### src/rtl/usb_rx_pkg.sv
// USB RX control shared types: PID nibbles, packet codes, FSM states.
// Imported by the RX control FSM and the PID decoder.
package usb_rx_pkg;

    localparam logic [7:0] SYNC_BYTE_DEF = 8'h80;
    localparam int         MAX_BYTES_DEF = 66;

    localparam logic [3:0] PID_OUT   = 4'b0001;
    localparam logic [3:0] PID_IN    = 4'b1001;
    localparam logic [3:0] PID_DATA0 = 4'b0011;
    localparam logic [3:0] PID_DATA1 = 4'b1011;
    localparam logic [3:0] PID_ACK   = 4'b0010;
    localparam logic [3:0] PID_NAK   = 4'b1010;
    localparam logic [3:0] PID_STALL = 4'b1110;

    typedef enum logic [2:0] {
        PKT_NONE  = 3'd0,
        PKT_OUT   = 3'd1,
        PKT_IN    = 3'd2,
        PKT_DATA0 = 3'd3,
        PKT_DATA1 = 3'd4,
        PKT_ACK   = 3'd5,
        PKT_NAK   = 3'd6,
        PKT_STALL = 3'd7
    } rx_pkt_e;

    typedef enum logic [2:0] {
        S_IDLE,
        S_SYNC,
        S_PID,
        S_TOKEN,
        S_DATA,
        S_HSHK,
        S_EOPW,
        S_ERRW
    } rx_state_e;

endpackage

### src/rtl/usb_rx_ctrl_if.sv
// Bundle between RX timer/shift register, RX control and the FIFO side.
// slave = RX control, master = whatever drives the receive strobes.
interface usb_rx_ctrl_if;

    logic       d_edge;
    logic       eop;
    logic       shift_enable;
    logic       byte_received;
    logic [7:0] rcv_data;

    logic       rx_transfer_active;
    logic       store_rx_data;
    logic       flush;
    logic [2:0] rx_packet;
    logic [6:0] rx_addr;
    logic [3:0] rx_endp;
    logic [6:0] rx_byte_count;
    logic       rx_data_ready;
    logic       rx_error;

    modport master (
        output d_edge, eop, shift_enable, byte_received, rcv_data,
        input  rx_transfer_active, store_rx_data, flush, rx_packet,
        input  rx_addr, rx_endp, rx_byte_count, rx_data_ready, rx_error
    );

    modport slave (
        input  d_edge, eop, shift_enable, byte_received, rcv_data,
        output rx_transfer_active, store_rx_data, flush, rx_packet,
        output rx_addr, rx_endp, rx_byte_count, rx_data_ready, rx_error
    );

endinterface

### src/rtl/usb_pid_decode.sv
// Combinational PID check: known low nibble and high nibble == ~low.
// pkt is only meaningful while pid_valid is high.
module usb_pid_decode
    import usb_rx_pkg::*;
(
    input  logic [7:0] pid,
    output logic       pid_valid,
    output rx_pkt_e    pkt
);

    logic [3:0] lo;

    assign lo = pid[3:0];

    always_comb begin
        pkt = PKT_NONE;
        unique case (1'b1)
            (lo == PID_OUT):   pkt = PKT_OUT;
            (lo == PID_IN):    pkt = PKT_IN;
            (lo == PID_DATA0): pkt = PKT_DATA0;
            (lo == PID_DATA1): pkt = PKT_DATA1;
            (lo == PID_ACK):   pkt = PKT_ACK;
            (lo == PID_NAK):   pkt = PKT_NAK;
            (lo == PID_STALL): pkt = PKT_STALL;
            default:           pkt = PKT_NONE;
        endcase
        pid_valid = (pkt != PKT_NONE) && (pid[7:4] == ~lo);
    end

endmodule

### src/rtl/usb_rx_ctrl.sv
// USB receive control FSM: SYNC/PID/length checks, FIFO store strobes,
// token field capture and per-packet good/error reporting.
module usb_rx_ctrl
    import usb_rx_pkg::*;
#(
    parameter logic [7:0] SYNC_BYTE = SYNC_BYTE_DEF,
    parameter int         MAX_BYTES = MAX_BYTES_DEF
) (
    input  logic           clk,
    input  logic           n_rst,
    usb_rx_ctrl_if.slave   bus
);

    rx_state_e  state, state_n;
    logic [2:0] pkt_q, pkt_n;
    logic [6:0] addr_q, addr_n;
    logic [3:0] endp_q, endp_n;
    logic [6:0] cnt_q, cnt_n, cnt_inc;
    logic       err_q, err_n;
    logic       algn_q, algn_n;
    logic       seen_q, seen_n;
    logic       store, flush, rdy, eop_det;
    logic       pid_valid;
    rx_pkt_e    pid_pkt;

    usb_pid_decode u_pid (
        .pid       (bus.rcv_data),
        .pid_valid (pid_valid),
        .pkt       (pid_pkt)
    );

    assign eop_det = bus.eop & bus.shift_enable;
    assign cnt_inc = (cnt_q == 7'h7f) ? cnt_q : cnt_q + 7'd1;

    always_ff @(posedge clk) begin
        if (!n_rst) begin
            state  <= S_IDLE;
            pkt_q  <= '0;
            addr_q <= '0;
            endp_q <= '0;
            cnt_q  <= '0;
            err_q  <= 1'b0;
            algn_q <= 1'b0;
            seen_q <= 1'b0;
        end else begin
            state  <= state_n;
            pkt_q  <= pkt_n;
            addr_q <= addr_n;
            endp_q <= endp_n;
            cnt_q  <= cnt_n;
            err_q  <= err_n;
            algn_q <= algn_n;
            seen_q <= seen_n;
        end
    end

    always_comb begin
        state_n = state;
        pkt_n   = pkt_q;
        addr_n  = addr_q;
        endp_n  = endp_q;
        cnt_n   = cnt_q;
        err_n   = err_q;
        seen_n  = seen_q;
        algn_n  = algn_q;
        store   = 1'b0;
        flush   = 1'b0;
        rdy     = 1'b0;

        // algn_n is the alignment after this cycle's byte, used by EOP checks
        if (bus.byte_received)
            algn_n = 1'b1;
        else if (bus.shift_enable && !bus.eop)
            algn_n = 1'b0;

        unique case (state)
            S_IDLE: begin
                if (bus.d_edge) begin
                    state_n = S_SYNC;
                    flush   = 1'b1;
                    pkt_n   = PKT_NONE;
                    addr_n  = '0;
                    endp_n  = '0;
                    cnt_n   = '0;
                    err_n   = 1'b0;
                    seen_n  = 1'b0;
                    algn_n  = 1'b1;
                end
            end
            S_SYNC: begin
                if (eop_det)
                    state_n = S_ERRW;
                else if (bus.byte_received)
                    state_n = (bus.rcv_data == SYNC_BYTE) ? S_PID : S_ERRW;
            end
            S_PID: begin
                if (eop_det || (bus.byte_received && !pid_valid)) begin
                    state_n = S_ERRW;
                end else if (bus.byte_received) begin
                    pkt_n = pid_pkt;
                    unique case (pid_pkt)
                        PKT_OUT, PKT_IN:     state_n = S_TOKEN;
                        PKT_DATA0, PKT_DATA1: state_n = S_DATA;
                        default:             state_n = S_HSHK;
                    endcase
                end
            end
            S_TOKEN: begin
                if (bus.byte_received) begin
                    cnt_n = cnt_inc;
                    if (cnt_q == 7'd0) begin
                        addr_n    = bus.rcv_data[6:0];
                        endp_n[0] = bus.rcv_data[7];
                    end else if (cnt_q == 7'd1) begin
                        endp_n[3:1] = bus.rcv_data[2:0];
                    end else begin
                        state_n = S_ERRW;
                    end
                end
                if (eop_det && state_n != S_ERRW)
                    state_n = (algn_n && cnt_n == 7'd2) ? S_EOPW : S_ERRW;
            end
            S_DATA: begin
                if (bus.byte_received) begin
                    cnt_n = cnt_inc;
                    if (cnt_q >= 7'(MAX_BYTES))
                        state_n = S_ERRW;
                    else
                        store = 1'b1;
                end
                if (eop_det && state_n != S_ERRW)
                    state_n = (algn_n && cnt_n >= 7'd2) ? S_EOPW : S_ERRW;
            end
            S_HSHK: begin
                if (bus.byte_received) begin
                    cnt_n   = cnt_inc;
                    state_n = S_ERRW;
                end
                if (eop_det && state_n != S_ERRW)
                    state_n = (algn_n && cnt_n == 7'd0) ? S_EOPW : S_ERRW;
            end
            S_EOPW: begin
                if (bus.d_edge) begin
                    rdy     = 1'b1;
                    state_n = S_IDLE;
                end
            end
            S_ERRW: begin
                if (eop_det)
                    seen_n = 1'b1;
                if (!bus.eop && bus.d_edge && seen_q)
                    state_n = S_IDLE;
            end
            default: state_n = S_IDLE;
        endcase

        if (state != S_ERRW && state_n == S_ERRW) begin
            err_n  = 1'b1;
            seen_n = eop_det;
        end
    end

    assign bus.rx_transfer_active = (state != S_IDLE);
    assign bus.store_rx_data      = store;
    assign bus.flush              = flush;
    assign bus.rx_data_ready      = rdy;
    assign bus.rx_packet          = pkt_q;
    assign bus.rx_addr            = addr_q;
    assign bus.rx_endp            = endp_q;
    assign bus.rx_byte_count      = cnt_q;
    assign bus.rx_error           = err_q;

endmodule

### src/flat_wrapper.sv
// flat-port wrapper written by rule: the top's interface ports become plain ports
module usb_rx_ctrl_flat import usb_rx_pkg::*;
#(
    parameter logic [7:0] SYNC_BYTE = SYNC_BYTE_DEF,
    parameter int         MAX_BYTES = MAX_BYTES_DEF
)
  (clk, n_rst, bus_d_edge, bus_eop, bus_shift_enable, bus_byte_received, bus_rcv_data, bus_rx_transfer_active, bus_store_rx_data, bus_flush, bus_rx_packet, bus_rx_addr, bus_rx_endp, bus_rx_byte_count, bus_rx_data_ready, bus_rx_error);
  usb_rx_ctrl_if bus_i ();
  input  logic clk;
  input  logic n_rst;
  input wire logic [$bits(bus_i.d_edge)-1:0] bus_d_edge;
  input wire logic [$bits(bus_i.eop)-1:0] bus_eop;
  input wire logic [$bits(bus_i.shift_enable)-1:0] bus_shift_enable;
  input wire logic [$bits(bus_i.byte_received)-1:0] bus_byte_received;
  input wire logic [$bits(bus_i.rcv_data)-1:0] bus_rcv_data;
  output wire logic [$bits(bus_i.rx_transfer_active)-1:0] bus_rx_transfer_active;
  output wire logic [$bits(bus_i.store_rx_data)-1:0] bus_store_rx_data;
  output wire logic [$bits(bus_i.flush)-1:0] bus_flush;
  output wire logic [$bits(bus_i.rx_packet)-1:0] bus_rx_packet;
  output wire logic [$bits(bus_i.rx_addr)-1:0] bus_rx_addr;
  output wire logic [$bits(bus_i.rx_endp)-1:0] bus_rx_endp;
  output wire logic [$bits(bus_i.rx_byte_count)-1:0] bus_rx_byte_count;
  output wire logic [$bits(bus_i.rx_data_ready)-1:0] bus_rx_data_ready;
  output wire logic [$bits(bus_i.rx_error)-1:0] bus_rx_error;
  assign bus_i.d_edge = bus_d_edge;
  assign bus_i.eop = bus_eop;
  assign bus_i.shift_enable = bus_shift_enable;
  assign bus_i.byte_received = bus_byte_received;
  assign bus_i.rcv_data = bus_rcv_data;
  assign bus_rx_transfer_active = bus_i.rx_transfer_active;
  assign bus_store_rx_data = bus_i.store_rx_data;
  assign bus_flush = bus_i.flush;
  assign bus_rx_packet = bus_i.rx_packet;
  assign bus_rx_addr = bus_i.rx_addr;
  assign bus_rx_endp = bus_i.rx_endp;
  assign bus_rx_byte_count = bus_i.rx_byte_count;
  assign bus_rx_data_ready = bus_i.rx_data_ready;
  assign bus_rx_error = bus_i.rx_error;
  usb_rx_ctrl #(.SYNC_BYTE(SYNC_BYTE), .MAX_BYTES(MAX_BYTES)) u_core (.clk(clk), .n_rst(n_rst), .bus(bus_i));
endmodule
### config.mk
export PLATFORM = sky130hd
export DESIGN_NAME = usb_rx_ctrl_flat
export DESIGN_NICKNAME = d
export VERILOG_FILES = /design/src/rtl/usb_rx_pkg.sv /design/src/rtl/usb_rx_ctrl_if.sv /design/src/rtl/usb_pid_decode.sv /design/src/rtl/usb_rx_ctrl.sv /design/src/flat_wrapper.sv
export SDC_FILE = /design/constraint.sdc
export NUM_CORES = 1
export LEC_CHECK = 0
export ABC_CLOCK_PERIOD_IN_PS = 3400
export CAP_MARGIN = 20
export CELL_PAD_IN_SITES_DETAIL_PLACEMENT = 0
export CELL_PAD_IN_SITES_GLOBAL_PLACEMENT = 1
export CORE_ASPECT_RATIO = 1.75
export CORE_UTILIZATION = 37
export CTS_CLUSTER_SIZE = 10
export DETAILED_ROUTE_END_ITERATION = 6
export GPL_TIMING_DRIVEN = 0
export PLACE_DENSITY = 0.88
export SYNTH_ARGS = -nofsm -noshare
export SYNTH_HDL_FRONTEND = slang
export SYNTH_SLANG_ARGS = --single-unit
### constraint.sdc
create_clock -name clk -period 3.4 [get_ports clk]
set_clock_uncertainty 0.15 [all_clocks]
set_input_delay 0.34 -clock clk [delete_from_list [all_inputs] [get_ports clk]]
set_output_delay 0.34 -clock clk [all_outputs]
set_load 0.01 [all_outputs]
; Word level (Yosys, flattened, before mapping)
; Cells that the tools add are included.
[op_classes]
n_mux = 62
magnitude_cmp = 2
bitwise = 2
n_reduce_logical = 34
addsub = 1
eq_ne = 37
[op_table]
columns = cell, count
row1 = 3-bit 2-to-1 mux, 25
row2 = 7-bit 2-to-1 mux, 8
row3 = 7-bit one-hot mux with 4 select lines, 1
row4 = 3-bit one-hot mux with 8 select lines, 1
row5 = 3-bit one-hot mux with 7 select lines, 1
row6 = 1-bit 2-to-1 mux, 19
row7 = 3-bit == test (second input constant), 6
row8 = 4-bit == test (second input constant), 4
row9 = 7-bit logical NOT, 2
row10 = 7-bit one-hot mux with 2 select lines, 1
row11 = 3-bit by 2-bit == test with 1-bit output (second input constant), 4
row12 = 1-bit logical AND, 12
row13 = 3-bit inequality test (second input constant), 4
row14 = 3-bit one-hot mux with 2 select lines, 2
row15 = 2-bit inequality test (second input constant), 5
row16 = 3-bit nonzero test, 3
row17 = 4-bit by 2-bit == test with 1-bit output (second input constant), 2
row18 = 8-bit == test (second input constant), 1
row19 = 4-bit 2-to-1 mux, 2
row20 = 4-bit one-hot mux with 2 select lines, 1
row21 = 4-bit AND reduction, 2
row22 = 2-bit nonzero test, 4
row23 = 7-bit by 1-bit adder with 7-bit output (second input constant), 1
row24 = 7-bit by 1-bit == test with 1-bit output (second input constant), 1
row25 = other kinds (21), 26
[word_totals]
input_bits = 14
output_inout_bits = 26
regBits = 27

; Logic depth before layout (Yosys ltp)
[logic_depth]
depth_word = 13
ltp_mapped = 10
mapped_depth_nobuf = 9

; Modules after synthesis
; A second synthesis with hierarchy kept.
[unflattened]
cells_unflattened = 243
area_unflattened_um2 = 1924.3
[by_module_without_submodules]
columns = mod, seq_area_each_um2, cells_per_inst, area_per_inst_um2, n_inst
row1 = usb_rx_ctrl, 540.5, 226, 1805.5, 1
row2 = usb_pid_decode, 0.0, 17, 118.9, 1

; Worst setup path after synthesis
; OpenSTA, ideal clock, no wires.
[synth_timing]
path_type = flip-flop to flip-flop
from = register u_core.cnt_q[4], in the netlist u_core.bus.rx_byte_count[4]
to = register u_core.err_q, in the netlist u_core.bus.rx_error
stages_incl_launch_ff = 7
path_slack_ns = 1.144
path_buffers = 0
t_arrival_ns = 1.988
path_cell_list = dfxtp_1 > or4_4 > o31ai_4 > a21oi_1 > or4_4 > a32oi_1 > nor2b_1
[synth_between]
elab_chain_len = 13
word_cells_on_any_way = 40
cone_classes = 1 x add/sub / 2 x order compare / 6 x eq/ne / 20 x mux / 11 x reduce/logical
[synth_rtl]
columns = element, line
row1 = "start, declared", usb_rx_ctrl.sv:18  ; logic [6:0] cnt_q, cnt_n, cnt_inc;
row2 = "start signal, assigned", usb_rx_ctrl.sv:50  ; cnt_q <= cnt_n;
row3 = "7-bit by 1-bit adder with 7-bit output, or another cell as far along", usb_rx_ctrl.sv:33  ; assign cnt_inc = (cnt_q == 7'h7f) ? cnt_q : cnt_q + 7'd1;
row4 = 7-bit 2-to-1 mux / 3-bit 2-to-1 mux (equally long branches), "usb_rx_ctrl.sv:33, usb_rx_ctrl.sv:114"
row5 = 7-bit 2-to-1 mux / 3-bit 2-to-1 mux (equally long branches), --
row6 = 7-bit 2-to-1 mux / 3-bit 2-to-1 mux (equally long branches), "usb_rx_ctrl.sv:76, usb_rx_ctrl.sv:109"
row7 = "7-bit by 2-bit greater-or-equal comparator with 1-bit output, or another cell as far along", usb_rx_ctrl.sv:132  ; state_n = (algn_n && cnt_n >= 7'd2) ? S_EOPW : S_ERRW;
row8 = "1-bit logical AND, or another cell as far along", usb_rx_ctrl.sv:132
row9 = "1-bit 2-to-1 mux, or another cell as far along", usb_rx_ctrl.sv:132
row10 = 3-bit 2-to-1 mux (on tied branches), "usb_rx_ctrl.sv:131, usb_rx_ctrl.sv:120, usb_rx_ctrl.sv:139"
row11 = 3-bit one-hot mux with 8 select lines (*), usb_rx_ctrl.sv:76  ; unique case (state)
row12 = 3-bit == test (*), usb_rx_ctrl.sv:157  ; if (state != S_ERRW && state_n == S_ERRW) begin
row13 = 1-bit logical AND (*), usb_rx_ctrl.sv:157
row14 = 2-bit nonzero test (no line), --
row15 = 2-bit AND reduction (no line), --
row16 = "end signal, assigned", usb_rx_ctrl.sv:51  ; err_q <= err_n;
row17 = "end, declared", usb_rx_ctrl.sv:19  ; logic err_q, err_n;
; Mark *: on every way between the ends. The rest lies on a longest branch, timed or not. The select of a mux whose other input is x is not followed.
; A chain may end at the register's enable or synchronous reset.

; Worst setup path in the final report
[layout_timing]
from = input port bus_byte_received
to = output port bus_store_rx_data
[layout_between]
elab_chain_len = 2
[layout_rtl]
columns = element, line
row1 = "start, declared", flat_wrapper.sv:14  ; input wire logic [$bits(bus_i.byte_received)-1:0] bus_byte_received;
row2 = 1-bit 2-to-1 mux, usb_rx_ctrl.sv:124  ; if (bus.byte_received) begin
row3 = 1-bit 2-to-1 mux, usb_rx_ctrl.sv:76
row4 = "end, declared", flat_wrapper.sv:17  ; output wire logic [$bits(bus_i.store_rx_data)-1:0] bus_store_rx_data;
; No other way between the ends.

==> out/summary.txt <==
RUN STATUS
--------------------------------------------------------------------------------
Run status                                                          finished, violations left
Violated checks                                                     design-rule violations

WORST SETUP PATH
--------------------------------------------------------------------------------
Required time of the critical path                                       2910 ps
Category of the most critical setup path                            primary input to primary output
Top cell by count, worst path                                       clkdlybuf4s50_1
Delay of the slowest cell on the worst path                               650 ps
Slowest stage cell, crit path                                       clkdlybuf4s50_1
Highest fanout seen on the critical path                                      10
Crit path DAT                                                            2490 ps
Ordered cell list for the critical path                             clkdlybuf4s50_1 -> clkbuf_1 -> buf_2 -> nand2_1 -> a21oi_1 -> clkdlybuf4s50_1
Nature of the critical path startpoint                              primary input
Element type at the critical path end                               primary output

PLACEMENT
--------------------------------------------------------------------------------
Detailed Place HPWL                                                     4.066 mm
Port buffer count                                                             34
Pre-CTS setup slack                                                     447.3 ps
Final Wtd Congestion                                                      0.8563

STA
--------------------------------------------------------------------------------
Setup repair after global routing missed its margin                           no
Count of final setup violators                                                 0
Hold violation count in the final report                                       0
Sum Neg Setup Slack                                                         0 ps
Highest attainable clock frequency                                     335.1 MHz
Actual slew at the worst max-slew pin                                   694.1 ps
Final Max Tran Viols                                                           0
Worst Hold Slack                                                        244.6 ps
Worst-case headroom to the max-slew limit                                 53.24%
Post-route clock period utilization                                       87.77%
Min Clock Period, post-route                                             2984 ps
Setup slack of the critical path after layout                           415.8 ps

SYNTHESIS
--------------------------------------------------------------------------------
Main combinational cell family by area after synthesis              simple AND/OR/NAND/NOR gates
Flops & latches, synth                                                        27
Number of standard cells after synthesis                                     254
Simple-gate share of the synthesized area                                 34.68%
Synth cell types                                                              49
Post-synth top flop                                                      dfxtp_1
Sequential element share of the synthesized area                          28.65%
Net count after synthesis                                                    272
Post-synthesis adder-cell area fraction                                   3.183%
Fraction of the mapped netlist area in compound gates                     24.93%
Netlist Area Pre-Place                                              0.001887 mm2
XOR/XNOR share of the synthesized area                                   0.9284%
Syn Area/Cell                                                          7.428 um2
Multiplexer share of the synthesized area                                 2.122%
Async set-or-reset flop fraction in the synthesized netlist                   0%
Number of flops mapped to enable cells by yosys                                0
Yosys Warn Count                                                               0

CTS
--------------------------------------------------------------------------------
Sink Count                                                                    27
Total clock buffers created by CTS                                             3
Post-cts hold buffer count                                                     0
H-tree depth reported by CTS                                                   1
Maximum buffer depth of the clock tree                                         2
Clk Tree Root Cell                                                      clkbuf_8
Clk Latency, worst-skew pair                                              280 ps
Setup repair bufs after CTS                                                    0
CTS clk-pin slew, worst paths                                             100 ps
TritonCTS clock tree                                                         yes
Number of gates resized after CTS                                              0

ROUTING
--------------------------------------------------------------------------------
Routed Antenna Nets                                                            0
DR WL/cell                                                              15.20 um
Count of unresolved DRC violations after routing                               2
First-pass iteration count of the detailed router                              6
Detailed-route via count                                                    1930
Post-Route WL                                                           5.260 mm
Via/cell ratio                                                             5.578
Number of DRC markers in iteration 0                                          60

POWER AND IR DROP
--------------------------------------------------------------------------------
IR drop worst, VDD                                                      285.8 uV
Total power                                                             1.093 mW
Leakage power total                                                    0.8382 nW
Total power divided by cell area                                    466.5 mW/mm2

GLOBAL ROUTING
--------------------------------------------------------------------------------
All-Layer GR Usage                                                        19.74%
Global-route wire length before repair                                  8.493 mm
Pin count of the biggest net entering global routing                          17
Number of antenna violations at the first check in global routing              0
Vias in the first global route                                              1833
Overflow left after global routing                                             0

FLOORPLAN
--------------------------------------------------------------------------------
FP Rows                                                                       34
Number of top-level pins                                                      40
Initial standard-cell utilization of the core                             38.24%
Total Die Area                                                      0.005400 mm2
Core Box Area                                                       0.004935 mm2
Width of the die                                                        55.98 um
DIE HEIGHT                                                              96.47 um

FINAL LAYOUT
--------------------------------------------------------------------------------
Commonest cells after routing, fill and taps aside                  nand2_1 (37), clkdlybuf4s50_1 (34), dfxtp_1 (27)
Most common library cell in the layout ignoring fill and taps            nand2_1
Final core utilization                                                    47.49%
Share of cells above drive strength 1                                     4.795%
Layout net count                                                             311
Count of antenna diodes in the layout                                          0
Area Overhead vs Synth                                                    24.20%

HOLD PATH
--------------------------------------------------------------------------------
Type of the most critical hold path                                 primary input to register

RUN
--------------------------------------------------------------------------------
Maximum capacitance violations                                                 0

-- per-stage QoR --
step / cells / instance area, um2
2_1_floorplan: 254 / 1887
3_3_place_gp: 342 / 2295
3_5_place_dp: 342 / 2295
4_1_cts: 346 / 2344
5_1_grt: 346 / 2344
6_report: 346 / 2344
-- cell usage after synthesis, types with 2 or more instances --
cell type,count,area (um2)
o31ai_1,2,15.01
buf_2,5,25.02
nand4_1,4,25.02
a32oi_1,2,17.52
o21ai_0,12,60.06
a21oi_1,16,80.08
a41o_1,2,20.02
o211ai_1,2,15.01
ha_1,4,50.05
nor3b_1,5,37.54
nand2b_1,3,18.77
and2_1,7,43.79
a21o_1,2,15.01
or4_4,2,22.52
mux2i_1,4,40.04
nor4_1,3,18.77
and3b_1,2,17.52
nand2_1,37,138.9
nand3_1,12,60.06
a21boi_0,10,75.07
nand3b_1,4,30.03
nor2_1,10,37.54
a22oi_1,3,22.52
xnor2_1,2,17.52
nor3_1,9,45.04
a31oi_1,5,31.28
inv_1,9,33.78
nor2b_1,13,81.33
clkbuf_1,12,45.04
and3_1,6,37.54
dfxtp_1,27,540.5
-- registers in the layout, indices dropped and copies added, names as in the netlist --
register / cells
u_core.algn_q: 1
u_core.state: 3
u_core.bus.rx_byte_count: 7
u_core.bus.rx_packet: 3
u_core.seen_q: 1
u_core.bus.rx_addr: 7
u_core.bus.rx_error: 1
u_core.bus.rx_endp: 4
-- layout make-up --
cell class	count	area (um2)
Fill cell	505	2591
Tap cell	54	67.56
Buffer	17	70.07
Clock inverter	1	7.507
Sequential cell	27	540.5
Timing Repair Buffer	34	340.3
Inverter	9	33.78
Clock buffer	3	41.29
Multi-Input combinational cell	201	1242
-- layer usage --
metal	track usage (%)	vias to the layer above	part of all wire, %
met3	1.864	14	3.0
met5	0	-	0
met1	21.99	878	40
met4	9.756	0	2.9
li1	-	990	-
met2	37.10	48	54
-- final timing paths --
kind                               start                       to  slack (ps)  cells after the start
max reg2reg  u_core.bus.rx_byte_count[0]      u_core.bus.rx_error         820                      9
max                    bus_byte_received        bus_store_rx_data         420                      6
min reg2reg      u_core.bus.rx_packet[2]  u_core.bus.rx_packet[2]         310                      2
min                      bus_rcv_data[3]    u_core.bus.rx_addr[3]         240                      3
-- power breakdown --
part	internal (mW)	switching, mW	leakage (nW)
Sequential	0.348	0.0315	0.219
Clock	0.0835	0.114	0.0217
Combinational	0.205	0.311	0.598
Total	0.637	0.456	0.838
-- logic make-up (layout without fill, tap and decap cells) --
logic type / Yosys count / after routing
mux: 4 / 4
flops: 27 / 27
fa+ha+maj: 5 / 5
compound gates: 68 / 68
simple gates: 122 / 122
buf+inv: 26 / 64
xor+xnor: 2 / 2
-- worst max-delay path, delay by kind of cell --
kind	cells	cell delay, ps
buf+inv	4	1920
compound gates	1	150
simple gates	1	70
(Power assumes the default switching activity.)
